$ cat src/rtl/des_key_schedule_seq.sv
// DES / 3DES-EDE key schedule: emits the 16*NKEYS round subkeys of one job in
// cipher consumption order over a valid/ready stream, one subkey per handshake.
module des_key_schedule_seq #(
    parameter int NKEYS     = 1,
    parameter bit PARITY_EN = 1
) (
    input  logic                  clk,
    input  logic                  rst,
    input  logic                  encrypt,
    input  logic [64*NKEYS-1:0]   key_in,
    input  logic                  key_valid,
    output logic                  key_ready,
    input  logic                  abort,
    output logic [47:0]           subkey_out,
    output logic [3:0]            subkey_idx,
    output logic [1:0]            subkey_stage,
    output logic                  subkey_last,
    output logic                  subkey_valid,
    input  logic                  subkey_ready,
    output logic [NKEYS-1:0]      parity_err
);

    typedef enum logic {IDLE, GEN} state_t;

    localparam int PC1_T [56] = '{
        57, 49, 41, 33, 25, 17,  9,  1, 58, 50, 42, 34, 26, 18,
        10,  2, 59, 51, 43, 35, 27, 19, 11,  3, 60, 52, 44, 36,
        63, 55, 47, 39, 31, 23, 15,  7, 62, 54, 46, 38, 30, 22,
        14,  6, 61, 53, 45, 37, 29, 21, 13,  5, 28, 20, 12,  4};

    localparam int PC2_T [48] = '{
        14, 17, 11, 24,  1,  5,  3, 28, 15,  6, 21, 10,
        23, 19, 12,  4, 26,  8, 16,  7, 27, 20, 13,  2,
        41, 52, 31, 37, 47, 55, 30, 40, 51, 45, 33, 48,
        44, 49, 39, 56, 34, 53, 46, 42, 50, 36, 29, 32};

    // FIPS bit n (1 = MSB) lives at vector position width-n.
    function automatic logic [55:0] pc1(input logic [63:0] k);
        logic [55:0] r;
        r = '0;
        for (int i = 0; i < 56; i++) r[6'(55 - i)] = k[6'(64 - PC1_T[i])];
        return r;
    endfunction

    function automatic logic [47:0] pc2(input logic [55:0] cd);
        logic [47:0] r;
        r = '0;
        for (int i = 0; i < 48; i++) r[6'(47 - i)] = cd[6'(56 - PC2_T[i])];
        return r;
    endfunction

    function automatic logic [27:0] rot28(input logic [27:0] x, input logic [1:0] amt,
                                          input logic left);
        logic [27:0] r;
        case (amt)
            2'd1:    r = left ? {x[26:0], x[27]}    : {x[0], x[27:1]};
            2'd2:    r = left ? {x[25:0], x[27:26]} : {x[1:0], x[27:2]};
            default: r = x;
        endcase
        return r;
    endfunction

    // Shift before the n-th emission of a stage (n >= 1); symmetric for both directions.
    function automatic logic [1:0] rot_amt(input logic [3:0] n);
        return (n == 4'd1 || n == 4'd8 || n == 4'd15) ? 2'd1 : 2'd2;
    endfunction

    function automatic logic [63:0] key_pick(input logic [64*NKEYS-1:0] keys,
                                             input logic [1:0] k);
        logic [64*NKEYS-1:0] sh;
        sh = keys >> (64 * (NKEYS - 1 - int'(k)));
        return sh[63:0];
    endfunction

    function automatic logic parity_bad(input logic [63:0] k);
        logic bad;
        bad = 1'b0;
        for (int b = 0; b < 8; b++) bad = bad | ~(^k[8*b +: 8]);
        return bad;
    endfunction

    state_t              state_q;
    logic                rdy_q, vld_q, last_q, enc_q;
    logic [47:0]         sk_q;
    logic [3:0]          idx_q, cnt_q;
    logic [1:0]          stage_q;
    logic [NKEYS-1:0]    par_q;
    logic [64*NKEYS-1:0] key_q;
    logic [27:0]         c_q, d_q;

    logic                accept, advance, load, ld_enc, dir, last_d;
    logic [1:0]          stage_d, kidx;
    logic [3:0]          cnt_d, idx_d;
    logic [63:0]         ld_key;
    logic [55:0]         pc1_v;
    logic [27:0]         c_d, d_d;
    logic [47:0]         sk_d;
    logic [NKEYS-1:0]    par_d;

    for (genvar g = 0; g < NKEYS; g++) begin : g_par
        assign par_d[g] = PARITY_EN && parity_bad(key_in[64*g +: 64]);
    end

    always_comb begin
        accept  = key_valid && rdy_q && !abort;
        advance = (state_q == GEN) && vld_q && subkey_ready && !abort && !last_q;
        // A new stage loads PC-1 of its key in the same cycle the previous stage ends.
        load    = accept || (advance && cnt_q == 4'd15);
        ld_enc  = accept ? encrypt : enc_q;
        stage_d = accept ? 2'd0 : (load ? stage_q + 2'd1 : stage_q);
        dir     = ld_enc ^ stage_d[0];
        kidx    = ld_enc ? stage_d : 2'(NKEYS - 1) - stage_d;
        ld_key  = key_pick(accept ? key_in : key_q, kidx);
        pc1_v   = pc1(ld_key);
        cnt_d   = load ? 4'd0 : cnt_q + 4'd1;
        if (load) begin
            c_d = dir ? rot28(pc1_v[55:28], 2'd1, 1'b1) : pc1_v[55:28];
            d_d = dir ? rot28(pc1_v[27:0], 2'd1, 1'b1) : pc1_v[27:0];
        end else begin
            c_d = rot28(c_q, rot_amt(cnt_d), dir);
            d_d = rot28(d_q, rot_amt(cnt_d), dir);
        end
        idx_d  = dir ? cnt_d : 4'd15 - cnt_d;
        last_d = (stage_d == 2'(NKEYS - 1)) && (cnt_d == 4'd15);
        sk_d   = pc2({c_d, d_d});
    end

    always_ff @(posedge clk) begin
        if (rst) begin
            state_q <= IDLE;
            rdy_q   <= 1'b1;
            vld_q   <= 1'b0;
            sk_q    <= '0;
            idx_q   <= '0;
            stage_q <= '0;
            last_q  <= 1'b0;
            cnt_q   <= '0;
            par_q   <= '0;
        end else if (state_q == IDLE) begin
            if (accept) begin
                state_q <= GEN;
                rdy_q   <= 1'b0;
                vld_q   <= 1'b1;
                par_q   <= par_d;
                sk_q    <= sk_d;
                idx_q   <= idx_d;
                stage_q <= stage_d;
                last_q  <= last_d;
                cnt_q   <= cnt_d;
            end
        end else begin
            if (abort || (vld_q && subkey_ready && last_q)) begin
                state_q <= IDLE;
                rdy_q   <= 1'b1;
                vld_q   <= 1'b0;
            end else if (advance) begin
                sk_q    <= sk_d;
                idx_q   <= idx_d;
                stage_q <= stage_d;
                last_q  <= last_d;
                cnt_q   <= cnt_d;
            end
        end
    end

    always_ff @(posedge clk) begin
        if (accept) begin
            enc_q <= encrypt;
            key_q <= key_in;
        end
        if (accept || advance) begin
            c_q <= c_d;
            d_q <= d_d;
        end
    end

    assign key_ready    = rdy_q;
    assign subkey_valid = vld_q;
    assign subkey_out   = sk_q;
    assign subkey_idx   = idx_q;
    assign subkey_stage = stage_q;
    assign subkey_last  = last_q;
    assign parity_err   = par_q;

endmodule

$ cat config.mk
export PLATFORM = sky130hd
export DESIGN_NAME = des_key_schedule_seq
export DESIGN_NICKNAME = d
export VERILOG_FILES = /design/src/rtl/des_key_schedule_seq.sv
export SDC_FILE = /design/constraint.sdc
export NUM_CORES = 1
export LEC_CHECK = 0
export CAP_MARGIN = 20
export CELL_PAD_IN_SITES_DETAIL_PLACEMENT = 1
export CELL_PAD_IN_SITES_GLOBAL_PLACEMENT = 2
export CORE_MARGIN = 2
export CORE_UTILIZATION = 34
export CTS_CLUSTER_DIAMETER = 150
export DETAILED_ROUTE_END_ITERATION = 12
export PLACE_DENSITY = 0.84
export SLEW_MARGIN = 0
export SYNTH_ARGS = -nofsm -noshare
export SYNTH_HDL_FRONTEND = slang
export SYNTH_SLANG_ARGS = --single-unit
$ cat constraint.sdc
create_clock -name clk -period 18.2 [get_ports clk]
set_input_delay 5.46 -clock clk [delete_from_list [all_inputs] [get_ports clk]]
set_output_delay 5.46 -clock clk [all_outputs]
set_load 0.03 [all_outputs]
==> run metrics, run 1 <==
outcome finished, final reports clean; Final min period 8.90 ns; number of synthesis warnings 0; largest vdd supply drop 69.2 uV; via density per instance 5.47; cts bufs inserted 17; Setup Skew 0.00912 ns; mean instance size in the synthesized netlist 8.93 sq um; FF-to-FF setup slack 14.28 ns; arrival time of the worst setup path 9.20 ns; setup-violating endpoint count in the final report 0; number of levels in the clock H-tree 4; number of DRC markers in iteration 0 439; minimum hold slack 0.447 ns; RSZ-0062 raised after global routing no; critical register-to-register path endpoint subkey_out[16]$_SDFFE_PP0P_; area growth from synthesis to layout 26.7%; class of the tightest hold or removal check flip-flop to flip-flop; source of the worst hold timing path subkey_idx[1]$_SDFFE_PP0P_; post-synthesis sequential element count 114; master cell of the clock root buffer sky130_fd_sc_hd__clkbuf_16; delay contributed by the slowest stage of the critical path 0.57 ns; summed negative setup slack over all endpoints 0 ns; actual transition at the worst max-transition pin 0.946 ns; core box area 19600 sq um; deepest clock path buffer count 2; first-pass detailed-route iteration total 4; ordered cell list for the critical path clkdlybuf4s50_1, nand3b_1, buf_4, mux2_2, or3b_1, nand2_2, buf_4, mux2_2, a211oi_1, nor3_1; number of flops mapped to enable cells by yosys 56; crit share post-route 48.9%; cells on worst reg2reg path 9; initial antenna violation count 0; Port Buf Inserts 105; Die X 146 um; # Max-Cap Violations 0; Synth area leaders sky130_fd_sc_hd__edfxtp_1 25%, sky130_fd_sc_hd__dfxtp_1 17%, sky130_fd_sc_hd__xnor2_1 6.9%; Placer Congestion 0.898; TritonCTS clock tree yes; vias in the first global route 6495; sequential fraction of the synthesis area 41.6%; Resize count post-CTS 0; clock latency on the worst-skew pair 0.42 ns; pin count of the biggest net entering global routing 57; fillcell total 2274; hold-critical path endpoint subkey_idx[1]$_SDFFE_PP0P_; category of the critical setup timing path input pin to flip-flop; category of the worst setup path launch point input pin; power density cells 108 nW/um^2; Post-CTS Hold Buffers 0; nets 922; Leak Pwr 0.00329 uW; endpoint required time on the critical path 18.50 ns; global route overflow 0; dominant synthesized flop cell sky130_fd_sc_hd__dfxtp_1; full die area 21300 sq um; post-synth design cell area 6830 sq um; area fraction of the dominant cell type after synthesis 24.6%; WL final 22500 um; # clock sinks 114; antenna cell count 0; fraction of final layout cells with drive strength greater than 1 8.57%; dominant cell type by area after synthesis sky130_fd_sc_hd__edfxtp_1; total instance count after detailed placement 1096; vertical extent of the die 146 um; max-slew violation total from the final report 0; antenna-violating nets left 0; number of DRC violations after detailed routing 0; critical-path cell with the highest stage delay sky130_fd_sc_hd__clkdlybuf4s50_1; number of hold violations in the final report 0; vias after detailed routing 6170; category of the worst setup path capture point flip-flop; Clk pin slew, worst setup/hold paths 0.06 ns; Commonest cells post-synth 94 x sky130_fd_sc_hd__nor2_1, 73 x sky130_fd_sc_hd__nand2_1, 58 x sky130_fd_sc_hd__dfxtp_1; final cell count without fillers 1128; final HPWL from detailed placement 15900 um; wire length of the first global-routing pass 36300 um; number of top-level design ports 128; Synth Instances 765; top-count cell post-synth sky130_fd_sc_hd__nor2_1; maximum operating frequency 0.112 GHz; Overall Global Routing Usage 21.4%; Reg2Reg Launch Point cnt_q[0]$_SDFFE_PP0P_; initial standard-cell utilization of the core 34.9%; hold path cells 2; worst-path maximum fanout 41; total setup buffers inserted after CTS 0; ys async rst share 0%; Synth cell types 67; worst max-slew margin expressed relative to the limit 36.8%; WL per Instance 20.0 um; number of standard-cell rows in the floorplan 51
placed cells by master (no fill, tap or decap), types with 12 or more instances in the layout:
master | netlist | routed
sky130_fd_sc_hd__clkdlybuf4s50_1 | 0 | 105
sky130_fd_sc_hd__nor2_1 | 94 | 90
sky130_fd_sc_hd__nand2_1 | 73 | 72
sky130_fd_sc_hd__dfxtp_1 | 58 | 58
sky130_fd_sc_hd__edfxtp_1 | 56 | 56
sky130_fd_sc_hd__nor3_1 | 54 | 54
sky130_fd_sc_hd__xnor2_1 | 54 | 54
sky130_fd_sc_hd__mux2i_1 | 34 | 34
sky130_fd_sc_hd__a21oi_1 | 33 | 33
sky130_fd_sc_hd__o21a_1 | 31 | 31
sky130_fd_sc_hd__o21ai_0 | 31 | 30
sky130_fd_sc_hd__conb_1 | 1 | 22
sky130_fd_sc_hd__clkbuf_16 | 0 | 18
sky130_fd_sc_hd__nand3_1 | 16 | 16
sky130_fd_sc_hd__inv_1 | 15 | 15
sky130_fd_sc_hd__xor2_1 | 12 | 12
sky130_fd_sc_hd__o22ai_1 | 13 | 12
worst max-delay path: cells and delay by family:
family | cells | cell delay, ns
mux | 2 | 0.84
buf+inv | 3 | 1.42
simple gates | 4 | 1.15
compound gates | 1 | 0.28
logic make-up after synthesis:
| logic type | count (synthesis) | synth area share, % |
|---|---|---|
| muxes | 39 | 5.97 |
| adders and majority gates | 2 | 0.366 |
| AOI/OAI and AO/OA | 180 | 18.5 |
| xor gates and xnor gates | 66 | 8.46 |
| and+or+nand+nor | 277 | 18.7 |
| buffers and inverters | 86 | 6.33 |
| DFF | 114 | 41.6 |
| other | 1 | 0.0549 |
report_power, final:
group          internal (uW)  total, uW  switching, uW
clock network            226        351            125
logic                    104        259            155
registers                306        326           20.0
total                    636        936            300
cell type report:
| type | count | area, sq um | share of cell area, % |
|---|---|---|---|
| Sequential cell | 114 | 2840 | 32.8 |
| Multi-Input combinational cell | 586 | 3680 | 42.5 |
| Inverter | 15 | 56.3 | 0.650 |
| Timing Repair Buffer | 116 | 1130 | 13.1 |
| Tap cell | 265 | 332 | 3.83 |
| Clock buffer | 19 | 464 | 5.36 |
| Clock inverter | 13 | 155 | 1.79 |
state kept, by name (all words and copies together), names as in the netlist:
register      count
c_q              28
d_q              28
subkey_out       26
key_q            16
cnt_q             4
subkey_idx        4
subkey_stage      2
enc_q             1
key_ready         1
parity_err        1
state_q           1
subkey_last       1
subkey_valid      1
per-stage QoR:
stage          util [%]  worst slack (ns)  total power [uW]  cell area [sq um]
3_3_place_gp       41.0              9.02               579               8040
4_1_cts            44.2              9.35               941               8660
5_1_grt            44.2              9.03               979               8660
3_5_place_dp       41.0              8.91               588               8040
2_1_floorplan         -              8.03               507               6910
6_report           44.2              9.30               936               8660
how the worst max path moves through the flow:
stage | startpoint | slack (ns) | depth (start not counted) | to
global route | abort | 9.03 | 9 | subkey_out[16]$_SDFFE_PP0P_
floorplan | abort | 8.03 | 2 | c_q[0]$_DFFE_PP_
detailed placement | abort | 8.91 | 10 | subkey_out[15]$_SDFFE_PP0P_
global placement | abort | 9.02 | 10 | subkey_out[15]$_SDFFE_PP0P_
finish | abort | 9.30 | 10 | subkey_out[15]$_SDFFE_PP0P_
CTS | abort | 9.35 | 10 | subkey_out[15]$_SDFFE_PP0P_
metal layers:
metal	vias to the layer above	track usage, %	share of wire [%]
li1	2862	-	-
met1	3090	28.1	46
met2	180	35.2	48
met3	38	4.26	4.2
met4	0	7.50	2.1
met5	-	0	0
No activity file was read; power rests on OpenSTA's default activity.
==> inputs of run 2 (changes only) <==
--- a/config.mk
+++ b/config.mk
@@ -9,10 +9,10 @@
 export CELL_PAD_IN_SITES_DETAIL_PLACEMENT = 1
 export CELL_PAD_IN_SITES_GLOBAL_PLACEMENT = 2
 export CORE_MARGIN = 2
-export CORE_UTILIZATION = 34
+export CORE_UTILIZATION = 29
 export CTS_CLUSTER_DIAMETER = 150
 export DETAILED_ROUTE_END_ITERATION = 12
-export PLACE_DENSITY = 0.84
+export PLACE_DENSITY = 0.76
 export SLEW_MARGIN = 0
 export SYNTH_ARGS = -nofsm -noshare
 export SYNTH_HDL_FRONTEND = slang
==> constraint.sdc (replaced) <==
create_clock -name clk -period 7.55 [get_ports clk]
set_input_delay 2.265 -clock clk [delete_from_list [all_inputs] [get_ports clk]]
set_output_delay 2.265 -clock clk [all_outputs]
set_load 0.03 [all_outputs]
==> run 2 against run 1 <==
Net effect:
- largest cell class unchanged
- via count fell by 2.4%
- wire length rose by 0.90%
- flip-flop and latch count did not move
- largest power group unchanged
- utilization fell by 6.7 points
- critical path type unchanged
- critical endpoint is now subkey_out[14]$_SDFFE_PP0P_
==> run metrics, run 2 (synthesis gave the netlist of run 1 again) <==
via density per instance 5.08 (-7.2%); Layout Utilization 37.5% (-6.7 points); hold path cells 2 (unchanged); worst-path maximum fanout 10 (-76%); max-slew violation total from the final report 0 (unchanged); # Max-Cap Violations 0 (unchanged); cts bufs inserted 17 (unchanged); pin count of the biggest net entering global routing 57 (unchanged); actual transition at the worst max-transition pin 0.853 ns (-0.0930 ns); Placer Congestion 0.858 (-4.4%); area growth from synthesis to layout 28.2%; core box area 23300 sq um (+19%); deepest clock path buffer count 2 (unchanged); number of top-level design ports 128 (unchanged); largest vdd supply drop 138 uV (+100%); kind of cell with the highest combined delay on the critical path simple AND/OR/NAND/NOR gates; WL per Instance 19.2 um (-4.0%); delay contributed by the slowest stage of the critical path 0.50 ns (-0.07 ns); total setup buffers inserted after CTS 0 (unchanged); master cell of the clock root buffer sky130_fd_sc_hd__clkbuf_16; number of levels in the clock H-tree 4 (unchanged); vias after detailed routing 6019 (-2.4%); arrival time of the worst setup path 5.79 ns (-3.41 ns); crit share post-route 72.5%; final std cell area, no fill 8760 sq um (+1.2%); cells on worst reg2reg path 13 (+4); endpoint required time on the critical path 7.87 ns (-10.63 ns); Port Buf Inserts 105 (unchanged); ordered cell list for the critical path clkdlybuf4s50_1, nand4bb_1, nor2_1, nand2_1, xor2_1, or2_2, ha_1, nor2_1, a32o_1, or2_1, a32o_1, a311o_1, o21a_1; Overall Global Routing Usage 19.1% (-2.4 points); global route overflow 0 (unchanged); Setup Skew 0.00830 ns (-0.000820 ns); pre-CTS setup slack 1.67 ns (-7.24 ns); fraction of final layout cells with drive strength greater than 1 8.88% (+0.31 points); total number of cells along the worst setup path 13 (+3); summed negative setup slack over all endpoints 0 ns (unchanged); Final min period 5.48 ns; antenna-violating nets left 0 (unchanged); final HPWL from detailed placement 16000 um (+0.74%); commonest cells after routing, fill and taps aside 105 x sky130_fd_sc_hd__clkdlybuf4s50_1, 90 x sky130_fd_sc_hd__nor2_1, 72 x sky130_fd_sc_hd__nand2_1, 58 x sky130_fd_sc_hd__dfxtp_1, 56 x sky130_fd_sc_hd__edfxtp_1; post-layout total power 2260 uW (+140%); number of DRC markers in iteration 0 466 (+6.2%); TritonCTS clock tree yes; Resize count post-CTS 0 (unchanged); class of the tightest hold or removal check flip-flop to flip-flop; worst max-slew margin expressed relative to the limit 43.0% (+6.2 points); post-place instance area 8130 sq um (+1.1%); number of hold violations in the final report 0 (unchanged); Post-CTS Hold Buffers 0 (unchanged); RSZ-0062 raised after global routing no; initial antenna violation count 0 (unchanged); initial standard-cell utilization of the core 29.3% (-5.6 points); wire length of the first global-routing pass 36300 um (about the same); worst path bufs/invs 1 (-2); Leak Pwr 0.00332 uW (+0.98%); most common cell after layout, fill and taps aside sky130_fd_sc_hd__clkdlybuf4s50_1; number of DRC violations after detailed routing 0 (unchanged); Final Worst Setup Slack 2.07 ns (-7.23 ns); category of the worst setup path capture point flip-flop; Clk pin slew, worst setup/hold paths 0.06 ns (about the same); vias in the first global route 6313 (-2.8%); antenna cell count 0 (unchanged); number of standard-cell rows in the floorplan 56 (+9.8%); maximum operating frequency 0.183 GHz; clock latency on the worst-skew pair 0.42 ns (about the same); outcome finished, final reports clean; first-pass detailed-route iteration total 5 (+1); WL final 22700 um (+0.90%); FF-to-FF setup slack 3.62 ns (-10.66 ns); category of the worst setup path launch point input pin; category of the critical setup timing path input pin to flip-flop; # clock sinks 114 (unchanged); full die area 24800 sq um (+17%); nets 926 (+0.43%); power density cells 258 nW/um^2 (+140%); critical-path cell with the highest stage delay sky130_fd_sc_hd__clkdlybuf4s50_1; setup-violating endpoint count in the final report 0 (unchanged); vertical extent of the die 158 um (+8.1%); Die X 158 um (+8.1%)
[run 2: cell count changes in the layout (fill, tap and decap cells not counted), sizes merged]
cell	change
clkinvlp	-3
clkbuf	+5
buf	+4
bufinv	-1
clkinv	-1
[run 2: cell type report]
class,count,area (sq um)
fill,2679,14600
multi-input combinational,586,3670
sequential,114,2840
timing repair buffer,120,1170
clock buffer,24,524
tap,319,399
clock inverter,8,95.1
inverter,15,56.3
[run 2: final timing paths]
| path | endpoint | start |
|---|---|---|
| setup / recovery | subkey_out[14]$_SDFFE_PP0P_ | abort |
| hold / removal | subkey_idx[1]$_SDFFE_PP0P_ | subkey_idx[1]$_SDFFE_PP0P_ |
| setup reg to reg | subkey_out[14]$_SDFFE_PP0P_ | cnt_q[0]$_SDFFE_PP0P_ |
| hold reg to reg | subkey_idx[1]$_SDFFE_PP0P_ | subkey_idx[1]$_SDFFE_PP0P_ |
[run 2: metrics by stage]
step | hold slack [ns] | instances
3_3_place_gp | 0.436 | 1153
2_1_floorplan | 0.418 | 786
3_5_place_dp | 0.448 | 1153
5_1_grt | 0.497 | 1186
6_report | 0.452 | 1186
4_1_cts | 0.456 | 1185
[run 2: per-layer routing]
metal | GRT usage, % | routed length (um) | up-vias
met5 | 0 | 0 | -
met4 | 5.97 | 396 | 0
met3 | 3.33 | 927 | 32
met2 | 30.5 | 10600 | 157
met1 | 26.2 | 10800 | 2945
li1 | - | - | 2885
[run 2: power by group]
| group | total, uW | switching (uW) | leakage (uW) | internal [uW] |
|---|---|---|---|---|
| registers | 784 | 46.3 | 0.00101 | 738 |
| logic | 630 | 374 | 0.00201 | 256 |
| clock network | 849 | 298 | 0.000307 | 550 |
| total | 2260 | 719 | 0.00332 | 1540 |
[run 2: tightest hold or removal path: cells and delay by family, from the launching register on]
kind | cells | cell delay, ns
flops | 1 | 0.30
simple gates | 1 | 0.05
compound gates | 1 | 0.05
==> inputs of run 3 (changes only) <==
==> constraint.sdc (replaced) <==
create_clock -name clk -period 4.56 [get_ports clk]
set_input_delay 1.368 -clock clk [delete_from_list [all_inputs] [get_ports clk]]
set_output_delay 1.368 -clock clk [all_outputs]
set_load 0.03 [all_outputs]
==> run 3 against run 2 <==
Net effect:
- worst setup slack got worse by 1.7 ns
- total power grew 59%
- sequential share of layout area is 0.53 points lower
- cell area grew 1.7%
- flip-flop and latch count stayed put
- critical path type unchanged
- critical endpoint unchanged
- largest cell class unchanged
==> run metrics, run 3 (synthesis gave the netlist of run 1 again) <==
Placer Congestion 0.831 (-3.2%); most common cell after layout, fill and taps aside sky130_fd_sc_hd__clkdlybuf4s50_1; antenna cell count 0 (unchanged); fillcell total 2704 (+0.93%); actual transition at the worst max-transition pin 1.02 ns (+0.163 ns); pre-CTS setup slack -0.0222 ns (-1.69 ns); outcome finished, final reports clean; endpoint required time on the critical path 4.88 ns (-2.99 ns); number of top-level design ports 128 (unchanged); worst max-slew margin expressed relative to the limit 32.0% (-11 points); number of DRC violations after detailed routing 0 (unchanged); RSZ-0062 raised after global routing no; WL per Instance 18.8 um (-1.8%); Setup Skew 0.0105 ns (+0.00215 ns); number of levels in the clock H-tree 4 (unchanged); first-pass detailed-route iteration total 4 (-1); worst-path maximum fanout 5 (-5); number of DRC markers in iteration 0 372 (-20%); arrival time of the worst setup path 4.53 ns (-1.26 ns); total area of sequential cells 2840 sq um (unchanged); full die area 24800 sq um (unchanged); Die X 158 um (unchanged); Leak Pwr 0.00341 uW (+2.5%); final std cell area, no fill 8910 sq um (+1.7%); class of the tightest hold or removal check flip-flop to flip-flop; cts bufs inserted 17 (unchanged); WL final 22800 um (+0.33%); number of hold violations in the final report 0 (unchanged); TritonCTS clock tree yes; Post-CTS Hold Buffers 0 (unchanged); area growth from synthesis to layout 30.3%; initial antenna violation count 0 (unchanged); multi-input logic area 3670 sq um (unchanged); minimum hold slack 0.454 ns (+0.00198 ns); vertical extent of the die 158 um (unchanged); crit share post-route 92.2%; vias in the first global route 6230 (-1.3%); vias after detailed routing 6118 (+1.6%); number of standard-cell rows in the floorplan 56 (unchanged); Clk pin slew, worst setup/hold paths 0.06 ns (about the same); max-slew violation total from the final report 0 (unchanged); largest vdd supply drop 223 uV (+61%); pin count of the biggest net entering global routing 39 (-32%); deepest clock path buffer count 2 (unchanged); commonest cells after routing, fill and taps aside 105 x sky130_fd_sc_hd__clkdlybuf4s50_1, 90 x sky130_fd_sc_hd__nor2_1, 72 x sky130_fd_sc_hd__nand2_1, 58 x sky130_fd_sc_hd__dfxtp_1, 56 x sky130_fd_sc_hd__edfxtp_1; Resize count post-CTS 0 (unchanged); total setup buffers inserted after CTS 0 (unchanged); category of the worst setup path capture point flip-flop; antenna-violating nets left 0 (unchanged); Overall Global Routing Usage 19.0% (-0.11 points); core box area 23300 sq um (unchanged); # clock sinks 114 (unchanged); wire length of the first global-routing pass 35900 um (-0.85%); final HPWL from detailed placement 16700 um (+4.4%); via density per instance 5.05 (-0.54%); # Max-Cap Violations 0 (unchanged); maximum operating frequency 0.238 GHz; category of the critical setup timing path input pin to flip-flop; initial standard-cell utilization of the core 29.3% (unchanged); Port Buf Inserts 105 (unchanged); setup-violating endpoint count in the final report 0 (unchanged); post-place instance area 8370 sq um (+3.0%); master cell of the clock root buffer sky130_fd_sc_hd__clkbuf_16; Final Worst Setup Slack 0.355 ns (-1.72 ns); power density cells 405 nW/um^2 (+57%); nets 952 (+2.8%); global route overflow 0 (unchanged); fraction of final layout cells with drive strength greater than 1 11.5% (+2.7 points); category of the worst setup path launch point input pin; clock latency on the worst-skew pair 0.43 ns (about the same); Final min period 4.21 ns
==> run 3: changes by cell type in the layout (fill, tap and decap cells not counted), moves of 2 or more <==
cell                         before  now
sky130_fd_sc_hd__bufinv_16        2    0
sky130_fd_sc_hd__clkinv_4         0    2
sky130_fd_sc_hd__buf_12           0    3
sky130_fd_sc_hd__clkinvlp_4       1    4
sky130_fd_sc_hd__clkbuf_8         3    0
sky130_fd_sc_hd__buf_4           14   38
==> run 3: worst paths after layout <==
kind	slack, ns	endpoint	cells past startpoint	start
max	0.35	subkey_out[14]$_SDFFE_PP0P_	13	subkey_ready
min reg2reg	0.45	subkey_idx[2]$_SDFFE_PP0P_	2	subkey_idx[2]$_SDFFE_PP0P_
max reg2reg	1.01	subkey_out[14]$_SDFFE_PP0P_	13	cnt_q[0]$_SDFFE_PP0P_
min	0.45	subkey_idx[2]$_SDFFE_PP0P_	2	subkey_idx[2]$_SDFFE_PP0P_
==> run 3: area by class of cell <==
type                            count  area share, %
Tap cell                          319           4.48
Timing Repair Buffer              146           15.7
Clock inverter                     12          0.927
Clock buffer                       20           5.14
Sequential cell                   114           31.9
Inverter                           15          0.632
Multi-Input combinational cell    586           41.2
==> run 3: layer usage <==
layer | GRT usage (%) | wire, um | up-vias
met3 | 3.80 | 899 | 18
met4 | 4.07 | 222 | 0
met5 | 0 | 0 | -
met1 | 26.1 | 11100 | 3044
met2 | 30.9 | 10600 | 130
li1 | - | - | 2926
==> run 3: through the flow <==
| stage | total power [uW] | util [%] | setup TNS [ns] | instances |
|---|---|---|---|---|
| finish | 3610 | 38.2 | 0 | 1212 |
| global route | 3780 | 38.2 | 0 | 1212 |
| CTS | 3630 | 38.2 | 0 | 1212 |
| detailed placement | 2400 | 35.9 | -0.0222 | 1180 |
| global placement | 2390 | 35.9 | 0 | 1180 |
| floorplan | 2020 | - | 0 | 786 |
==> run 3: power by group <==
part	switching [uW]	total, uW	internal, uW	leakage, uW
logic	627	1080	457	0.00214
clock network	503	1230	724	0.000258
registers	76.1	1300	1220	0.00101
total	1210	3610	2400	0.00341
==> run 3: critical path, stage by stage <==
cell and delay [ns]:
sky130_fd_sc_hd__clkdlybuf4s50_1 0.59, sky130_fd_sc_hd__nand4_1 0.15, sky130_fd_sc_hd__nor2_1 0.18, sky130_fd_sc_hd__nand2_1 0.09, sky130_fd_sc_hd__xor2_1 0.18, sky130_fd_sc_hd__or2_2 0.28
sky130_fd_sc_hd__ha_1 0.30, sky130_fd_sc_hd__nor2_1 0.05, sky130_fd_sc_hd__a32o_1 0.24, sky130_fd_sc_hd__or2_1 0.33, sky130_fd_sc_hd__a32o_1 0.25, sky130_fd_sc_hd__a311o_1 0.34
sky130_fd_sc_hd__o21a_1 0.19
